[src/rtl/conv_pkg.sv]
// Shared types and constants for the 3x3 convolution MAC slice.
package conv_pkg;

  localparam int PIX_W      = 8;
  localparam int WIN_TAPS   = 9;
  localparam int WIN_ROWS   = 3;
  localparam int IMG_W_DEF  = 32;
  localparam int COEF_W_DEF = 8;
  localparam int ACC_W_DEF  = 20;
  localparam int SHIFT_DEF  = 0;

  typedef enum logic [1:0] {
    IDLE,
    LOAD,
    RUN
  } conv_state_e;

endpackage

[src/rtl/conv_sat_relu.sv]
// Final stage of the MAC: arithmetic scale, ReLU and clamp of the signed sum to an 8-bit pixel.
module conv_sat_relu
  import conv_pkg::*;
#(
  parameter int ACC_W = ACC_W_DEF,
  parameter int SHIFT = SHIFT_DEF
) (
  input  logic signed [ACC_W-1:0] sum,
  output logic        [PIX_W-1:0] pixel
);

  localparam logic signed [ACC_W-1:0] PIX_MAX = ACC_W'((1 << PIX_W) - 1);

  logic signed [ACC_W-1:0] scaled;

  always_comb begin
    scaled = sum >>> SHIFT;
    if (scaled < 0) begin
      pixel = '0;
    end else if (scaled > PIX_MAX) begin
      pixel = '1;
    end else begin
      pixel = scaled[PIX_W-1:0];
    end
  end

endmodule

[src/rtl/conv3x3_mac.sv]
// Signed 3x3 MAC over a streamed window with a run-time loaded kernel; emits one
// ReLU'd, saturated pixel per window, tagged with its output-map coordinate.
module conv3x3_mac
  import conv_pkg::*;
#(
  parameter  int IMG_W  = IMG_W_DEF,
  parameter  int COEF_W = COEF_W_DEF,
  parameter  int ACC_W  = ACC_W_DEF,
  parameter  int SHIFT  = SHIFT_DEF,
  localparam int POS_W  = $clog2(IMG_W - 2)
) (
  input  logic                      clk,
  input  logic                      reset,
  input  logic [WIN_TAPS*PIX_W-1:0] window,
  input  logic                      window_valid,
  input  logic                      coef_load_start,
  input  logic                      coef_we,
  input  logic signed [COEF_W-1:0]  coef_in,
  output logic                      kernel_ready,
  output logic [PIX_W-1:0]          pixel_out,
  output logic                      pixel_valid,
  output logic [POS_W-1:0]          out_col,
  output logic [POS_W-1:0]          out_row,
  output logic                      frame_done
);

  localparam int               PROD_W   = PIX_W + 1 + COEF_W;
  localparam logic [POS_W-1:0] POS_LAST = POS_W'(IMG_W - 3);

  conv_state_e              state, state_nxt;
  logic [3:0]               coef_idx;
  logic signed [COEF_W-1:0] kernel [WIN_TAPS];
  logic                     coef_write, take;

  assign coef_write   = (state == LOAD) && coef_we && !coef_load_start;
  assign take         = (state == RUN) && window_valid && !coef_load_start;
  assign kernel_ready = (state == RUN);

  // NOTE: state_nxt gets its default before any branch, so no path leaves it unassigned (no latch).
  always_comb begin
    state_nxt = state;
    if (coef_load_start) begin
      state_nxt = LOAD;
    end else if (coef_write && coef_idx == 4'(WIN_TAPS - 1)) begin
      state_nxt = RUN;
    end
  end

  // NOTE: registers update with <= so every flop samples pre-edge values regardless of block order.
  // NOTE: the kernel is reset because it defines behaviour; datapath registers below are not, as
  //       their valid bits already say whether their contents mean anything.
  always_ff @(posedge clk) begin
    if (!reset) begin
      state    <= IDLE;
      coef_idx <= '0;
      for (int i = 0; i < WIN_TAPS; i++) kernel[i] <= '0;
    end else begin
      state <= state_nxt;
      if (coef_load_start) begin
        coef_idx <= '0;
      end else if (coef_write) begin
        kernel[coef_idx] <= coef_in;
        coef_idx         <= coef_idx + 4'd1;
      end
    end
  end

  logic signed [PROD_W-1:0] pix_ext  [WIN_TAPS];
  logic signed [PROD_W-1:0] coef_ext [WIN_TAPS];
  logic signed [PROD_W-1:0] prod_d   [WIN_TAPS];
  logic signed [PROD_W-1:0] prod_q   [WIN_TAPS];
  logic signed [ACC_W-1:0]  row_d    [WIN_ROWS];
  logic signed [ACC_W-1:0]  row_q    [WIN_ROWS];
  logic signed [ACC_W-1:0]  sum_d;
  logic [PIX_W-1:0]         sat_pixel;

  // Tap 0 is the top-left pixel in the most significant byte; pixels are unsigned.
  always_comb begin
    for (int i = 0; i < WIN_TAPS; i++) begin
      pix_ext[i]  = PROD_W'({1'b0, window[(WIN_TAPS-1-i)*PIX_W +: PIX_W]});
      coef_ext[i] = PROD_W'(kernel[i]);
      prod_d[i]   = pix_ext[i] * coef_ext[i];
    end
    for (int r = 0; r < WIN_ROWS; r++) begin
      row_d[r] = ACC_W'(prod_q[3*r]) + ACC_W'(prod_q[3*r+1]) + ACC_W'(prod_q[3*r+2]);
    end
    sum_d = row_q[0] + row_q[1] + row_q[2];
  end

  conv_sat_relu #(
    .ACC_W (ACC_W),
    .SHIFT (SHIFT)
  ) u_sat_relu (
    .sum   (sum_d),
    .pixel (sat_pixel)
  );

  always_ff @(posedge clk) begin
    prod_q <= prod_d;
    row_q  <= row_d;
  end

  logic                    s1_valid, s2_valid;
  logic [POS_W-1:0]        next_col, next_row;

  // A kernel reload discards in-flight windows and restarts the raster at (0,0).
  always_ff @(posedge clk) begin
    if (!reset) begin
      s1_valid    <= 1'b0;
      s2_valid    <= 1'b0;
      pixel_valid <= 1'b0;
      pixel_out   <= '0;
      out_col     <= '0;
      out_row     <= '0;
      next_col    <= '0;
      next_row    <= '0;
      frame_done  <= 1'b0;
    end else if (coef_load_start) begin
      s1_valid    <= 1'b0;
      s2_valid    <= 1'b0;
      pixel_valid <= 1'b0;
      out_col     <= '0;
      out_row     <= '0;
      next_col    <= '0;
      next_row    <= '0;
      frame_done  <= 1'b0;
    end else begin
      s1_valid    <= take;
      s2_valid    <= s1_valid;
      pixel_valid <= s2_valid;
      frame_done  <= 1'b0;
      if (s2_valid) begin
        pixel_out  <= sat_pixel;
        out_col    <= next_col;
        out_row    <= next_row;
        frame_done <= (next_col == POS_LAST) && (next_row == POS_LAST);
        if (next_col == POS_LAST) begin
          next_col <= '0;
          next_row <= (next_row == POS_LAST) ? '0 : next_row + POS_W'(1);
        end else begin
          next_col <= next_col + POS_W'(1);
        end
      end
    end
  end

endmodule

[config.mk]
export PLATFORM = sky130hd
export DESIGN_NAME = conv3x3_mac
export DESIGN_NICKNAME = d
export VERILOG_FILES = /design/src/rtl/conv_pkg.sv /design/src/rtl/conv_sat_relu.sv /design/src/rtl/conv3x3_mac.sv
export SDC_FILE = /design/constraint.sdc
export NUM_CORES = 2
export LEC_CHECK = 0
export BUFFER_PORTS_ARGS = -buffer_cell sky130_fd_sc_hd__buf_2
export CELL_PAD_IN_SITES_DETAIL_PLACEMENT = 0
export CELL_PAD_IN_SITES_GLOBAL_PLACEMENT = 1
export CORE_MARGIN = 4
export CORE_UTILIZATION = 55
export CTS_CLUSTER_DIAMETER = 60
export DETAILED_ROUTE_END_ITERATION = 6
export PLACE_DENSITY_LB_ADDON = 0.12
export SYNTH_ARGS = -nofsm -noshare
export SYNTH_HDL_FRONTEND = slang
export SYNTH_SLANG_ARGS = --single-unit
[constraint.sdc]
create_clock -name clk -period 10.2 [get_ports clk]
set_input_delay 0.51 -clock clk [delete_from_list [all_inputs] [get_ports clk]]
set_output_delay 0.51 -clock clk [all_outputs]
set_load 0.1 [all_outputs]
After elaboration in Yosys (flattened, before gate mapping):

Memories as Yosys holds them, arrays and structs flattened.
Cells that the tools add are included.

* flip-flop bits (word level): 248
* bits in writable memories: 72
* bits of input ports: 85
* output and inout bits: 21
* word-level logic and storage cells: 82
* memories kept: 1

Memory list
* kernel: words 9, bits a word 8, read ports 9, clocked after memory_dff 0, write ports 9, line conv3x3_mac.sv:32 `logic signed [COEF_W-1:0] kernel [WIN_TAPS];`

* add/sub/neg operators: 11
* multiply operators: 9
* order comparisons: 2
* eq/ne operators: 5
* muxes and demuxes: 14
* bitwise operators: 3
* reduce and logical (&&, ||, !) cells: 13

Operators by type and width (count)
* multiplier 9 x 8 -> 17 bit: 9
* adder 18 x 17 -> 19 bit: 3
* adder 17 x 17 -> 18 bit: 3
* two-way mux 8 bit: 3
* adder 19 x 19 -> 20 bit: 1
* adder 20 x 19 -> 20 bit: 1
* > comparator 20 x 9 -> 1 bit (second input constant): 1
* less-than comparator 20 x 1 -> 1 bit (second input constant): 1
* adder 5 x 1 -> 5 bit (second input constant): 2
* == test 5 bit (second input constant): 2
* two-way mux 5 bit: 2
* two-way mux 1 bit: 8
* OR reduction 8 bit: 1
* logical AND 1 bit: 6
* adder 4 x 1 -> 4 bit (second input constant): 1
* == test 4 bit (second input constant): 1
* two-way mux 4 bit: 1
* AND reduction 2 bit: 2
* NOT 1 bit: 3
* OR reduction 3 bit: 1
* == test 2 x 1 -> 1 bit (second input constant): 1
* == test 2 bit (second input constant): 1
* nonzero test 2 bit: 1
* OR reduction 2 bit: 1
* logical NOT 1 bit: 1

Logic depth before layout (Yosys ltp):

* depth in word-level cells: 9
* gate-level depth with buffers: 21
* mapped depth without buffers: 21

Hierarchy:

A second synthesis with hierarchy kept.

* cells, all modules: 3336
* area total of the unflattened synthesis: 32715.1 um2

By module, submodules not included
* conv3x3_mac: instances 1, cells each 3316, area each 32572.5 um2
* conv_sat_relu: instances 1, cells each 20, area each 142.6 um2

Worst setup path before layout:

No wires, ideal clock.

* kind: in2reg
* start point: input window[45]
* end point: register prod_q[101] (netlist bit)
* library setup time: 0.121 ns
* data arrival time: 4.366 ns
* data required time: 10.079 ns
* path slack: 5.714 ns
* stages on the path: 16
* buffers on the path: 0
* cells stage by stage: and2_1 -> fa_1 -> inv_1 -> fa_1 -> fa_1 -> fa_1 -> inv_1 -> ha_1 -> inv_1 -> o21ai_1 -> a21o_1 -> a21o_1 -> a21o_1 -> a41o_1 -> o41a_1 -> xnor2_1

RTL lines
* start, declared: line conv3x3_mac.sv:14 `input logic [WIN_TAPS*PIX_W-1:0] window,`
* end signal, assigned: line conv3x3_mac.sv:99 `prod_q <= prod_d;`
* end, declared: line conv3x3_mac.sv:71 `logic signed [PROD_W-1:0] prod_q [WIN_TAPS];`

==> summary.md <==
| Metric | Value |
|---|---|
| Status | finished, final reports clean |
| CTS Buffer Depth | 3 |
| Hold Fails Final Rpt | 0 |
| Global-route wire length before repair | 119 mm |
| Critical path data arrival time | 5260 ps |
| Nets | 4,361 |
| Setup crit start kind | register |
| Top Ports | 106 |
| Grt total ovfl | 0 |
| Max Fclk | 0.208 GHz |
| Largest net degree at the start of global routing | 29 |
| Final slew viol count | 0 |
| Setup violators final | 0 |
| Total GRT Usage | 23.5% |
| Routed wire length | 70.2 mm |
| Post-synthesis async set-or-reset flop share | 0% |
| Clk_skew | 19.3 ps |
| Routed length per instance | 16.7 um |
| PD cells | 241 nW/um^2 |
| Syn Area/Cell | 9.78 um^2 |
| Post-synth EDFFs | 72 |
| Clk pin slew, worst setup/hold paths | 60 ps |
| Filler cells | 5,070 |
| Worst skew pair latency | 570 ps |
| Clock root cell | clkbuf_16 |
| CP Data Required Time | 10,640 ps |
| R2R cell count | 17 |
| Critical Path End Type | register |
| # H-tree levels | 2 |
| Die area | 62,100 um^2 |
| Fin crit share | 47.2% |
| Hold endpoint | s1_valid |
| Min-Delay Startpoint | window_valid |
| VDD IR-drop max | 224 uV |
| Placer Congestion | 0.851 |
| Crit Reg-Reg Startpoint | kernel[0][7] |
| Initial antenna violation count | 3 |
| Worst hold path class | input pin to register |
| Vias | 21,906 |
| Post-synthesis instance area | 32,000 um^2 |
| Core area | 57,700 um^2 |
| Die Wd | 249 um |
| Setup Fix Bufs, Post-CTS | 0 |
| Seq cells post-synth | 320 |
| Via density per instance | 5.21 |
| Area grow syn2layout | 8.62% |
| Post-CTS sizing | 0 |
| Setup TNS | 0 ps |
| Crit-path max FO | 6 |
| DRT iter0 DRCs | 991 |
| Placed insts | 4,128 |
| Syn Nets | 4,231 |
| YS warnings | 0 |
| Leak pwr | 17.2 nW |
| Gate Count Post-Synth | 3,275 |
| Synth Flop Type | dfxtp_1 |
| Num rows | 88 |
| Library cells used by synthesis | 65 |
| DR pass1 iterations | 5 |
| Post-synthesis sequential area ratio | 22.3% |
| Unrepaired setup endpoints after global routing | false |
| Max-slew headroom | 30.3% |
| Port bufs | 105 |
| CTS Buf Count | 40 |
| Max-cap violation count | 0 |
| Die Y | 249 um |
| Critical path class | register to register |
| CTS tree | done |
| Vias in the first global route | 23,526 |
| Final Critical Period | 4820 ps |
| Hold path cells | 2 |
| Cts hold-fix bufs | 0 |
| Final ANT Viol Nets | 0 |
| Layout cells sized above 1 | 5.53% |
| Starting Density | 55.5% |
| Post-DP HPWL | 57.0 mm |
| Post-route insts no fill | 4,204 |
| DRC errors left | 0 |
| Crit Reg-Reg Endpoint | prod_q[152] |
| Clock sink count | 320 |
| Slew @ Worst Pin | 1030 ps |
| Reg2reg setup slack | 5380 ps |
-- kinds of logic after synthesis --
group,count (synthesis),share of synthesized area (%)
buffers and inverters,587,6.89
xor gates and xnor gates,156,4.27
and+or+nand+nor,1022,16.2
AOI/OAI and AO/OA,304,6.30
adders and majority gates,871,43.6
muxes,15,0.485
DFF,320,22.3
-- worst max-delay path, stage by stage, from the launching register on --
cell	delay, ps
edfxtp_1	530
inv_1	190
fa_1	560
inv_1	50
fa_1	490
inv_1	50
fa_1	520
inv_1	40
fa_1	430
ha_1	320
o21ai_1	120
a21boi_0	130
o21ai_0	200
nand2b_1	120
a21o_1	210
a41o_1	250
o41a_1	330
xnor2_1	140
-- layout by cell type (no fill, tap or decap), types with 8 or more instances in the layout --
cell type,netlist,final
and3_1,18,18
fa_1,407,407
nor3_1,21,21
a21boi_0,12,12
o2111ai_1,11,11
xnor2_1,123,123
nand3_1,20,20
a21oi_1,83,83
inv_1,570,570
o21ai_0,48,48
ha_1,464,464
nor2_1,168,168
clkbuf_16,0,42
clkinv_2,0,8
dfxtp_1,248,248
nand2b_1,77,77
a31oi_1,9,9
nand2_1,313,313
o21bai_1,9,9
o21ai_1,20,20
a21boi_1,11,11
nand4_1,10,10
buf_2,1,105
a21o_1,29,29
or2_2,8,8
xor2_1,33,33
and2_1,338,338
mux2i_1,14,14
nor2b_1,28,28
edfxtp_1,72,72
o21a_1,16,16
o41a_1,8,8
-- Yosys cell counts, types with 3 or more instances --
| library cell | count | share of area [%] |
|---|---|---|
| a211oi_1 | 5 | 0.12 |
| o21ai_1 | 20 | 0.31 |
| o41ai_1 | 7 | 0.19 |
| o31ai_1 | 3 | 0.070 |
| nor2b_1 | 28 | 0.55 |
| o22ai_1 | 3 | 0.059 |
| o21a_1 | 16 | 0.38 |
| nand4_1 | 10 | 0.20 |
| nand2_1 | 313 | 3.7 |
| o41a_1 | 8 | 0.28 |
| a211oi_2 | 3 | 0.12 |
| xor2_1 | 33 | 0.90 |
| and3_1 | 18 | 0.35 |
| fa_1 | 407 | 25 |
| a31oi_1 | 9 | 0.18 |
| nor3b_1 | 5 | 0.12 |
| edfxtp_1 | 72 | 6.8 |
| a41oi_1 | 3 | 0.082 |
| o2111ai_1 | 11 | 0.30 |
| a21boi_1 | 11 | 0.26 |
| a41o_1 | 6 | 0.19 |
| inv_1 | 570 | 6.7 |
| o21bai_1 | 9 | 0.21 |
| nand3_1 | 20 | 0.31 |
| clkbuf_1 | 14 | 0.16 |
| o21ai_0 | 48 | 0.75 |
| ha_1 | 464 | 18 |
| or3_1 | 6 | 0.12 |
| dfxtp_1 | 248 | 16 |
| nand2b_1 | 77 | 1.5 |
| or2_2 | 8 | 0.16 |
| xnor2_1 | 123 | 3.4 |
| nor3_1 | 21 | 0.33 |
| a21boi_0 | 12 | 0.28 |
| a21o_1 | 29 | 0.68 |
| mux2i_1 | 14 | 0.44 |
| a21oi_1 | 83 | 1.3 |
| and2_1 | 338 | 6.6 |
| nor2_1 | 168 | 2.0 |
-- layer usage --
layer	part of all wire [%]	vias to the layer above	GRT usage, %
li1	-	10665	-
met1	45	10782	31.7
met2	48	346	39.8
met3	4.1	113	2.89
met4	3.1	0	7.41
met5	0	-	0
-- sequential cells by signal, summed over array words and instances (netlist names), 2 cells and up --
name,count
prod_q,153
kernel,72
row_q,57
pixel_out,8
next_col,5
next_row,5
out_col,5
out_row,5
coef_idx,4
state,2
-- how the worst max path moves through the flow --
stage / startpoint / endpoint / slack [ps] / depth (start not counted)
global route: kernel[4][2] / prod_q[84] / 5060 / 16
floorplan: window[45] / prod_q[101] / 5710 / 16
finish: kernel[0][7] / prod_q[152] / 5380 / 17
global placement: window[67] / prod_q[152] / 5420 / 16
detailed placement: window[35] / prod_q[84] / 5360 / 17
CTS: kernel[0][7] / prod_q[152] / 5370 / 17
-- power breakdown --
| part | internal (mW) | leakage, nW | switching, mW | total [mW] |
|---|---|---|---|---|
| clock | 0.849 | 0.668 | 0.578 | 1.43 |
| combinational | 2.25 | 13.8 | 2.76 | 5.01 |
| sequential | 1.68 | 2.82 | 0.254 | 1.93 |
| total | 4.78 | 17.2 | 3.59 | 8.37 |
-- layout make-up --
type	count	area, um^2	share of cell area [%]
clock inverters	26	254	0.730
inverters	570	2140	6.15
diodes	2	5.00	0.0144
repair buffers	105	526	1.51
multi-input cells	2368	22700	65.2
flip-flops and latches	320	7130	20.5
well taps	765	957	2.75
clock buffers	48	1080	3.12
-- stage by stage --
step / util (%) / worst slack [ps] / hold WS, ps / area (um^2) / power, mW
floorplan: - / 5710 / 406 / 32000 / 5.83
global placement: 58.0 / 5420 / 415 / 33400 / 6.88
detailed placement: 58.0 / 5360 / 414 / 33400 / 6.93
CTS: 60.3 / 5370 / 147 / 34800 / 8.43
global route: 60.3 / 5060 / 198 / 34800 / 9.21
finish: 60.3 / 5380 / 174 / 34800 / 8.37
Power figures use the tool's default switching activity.
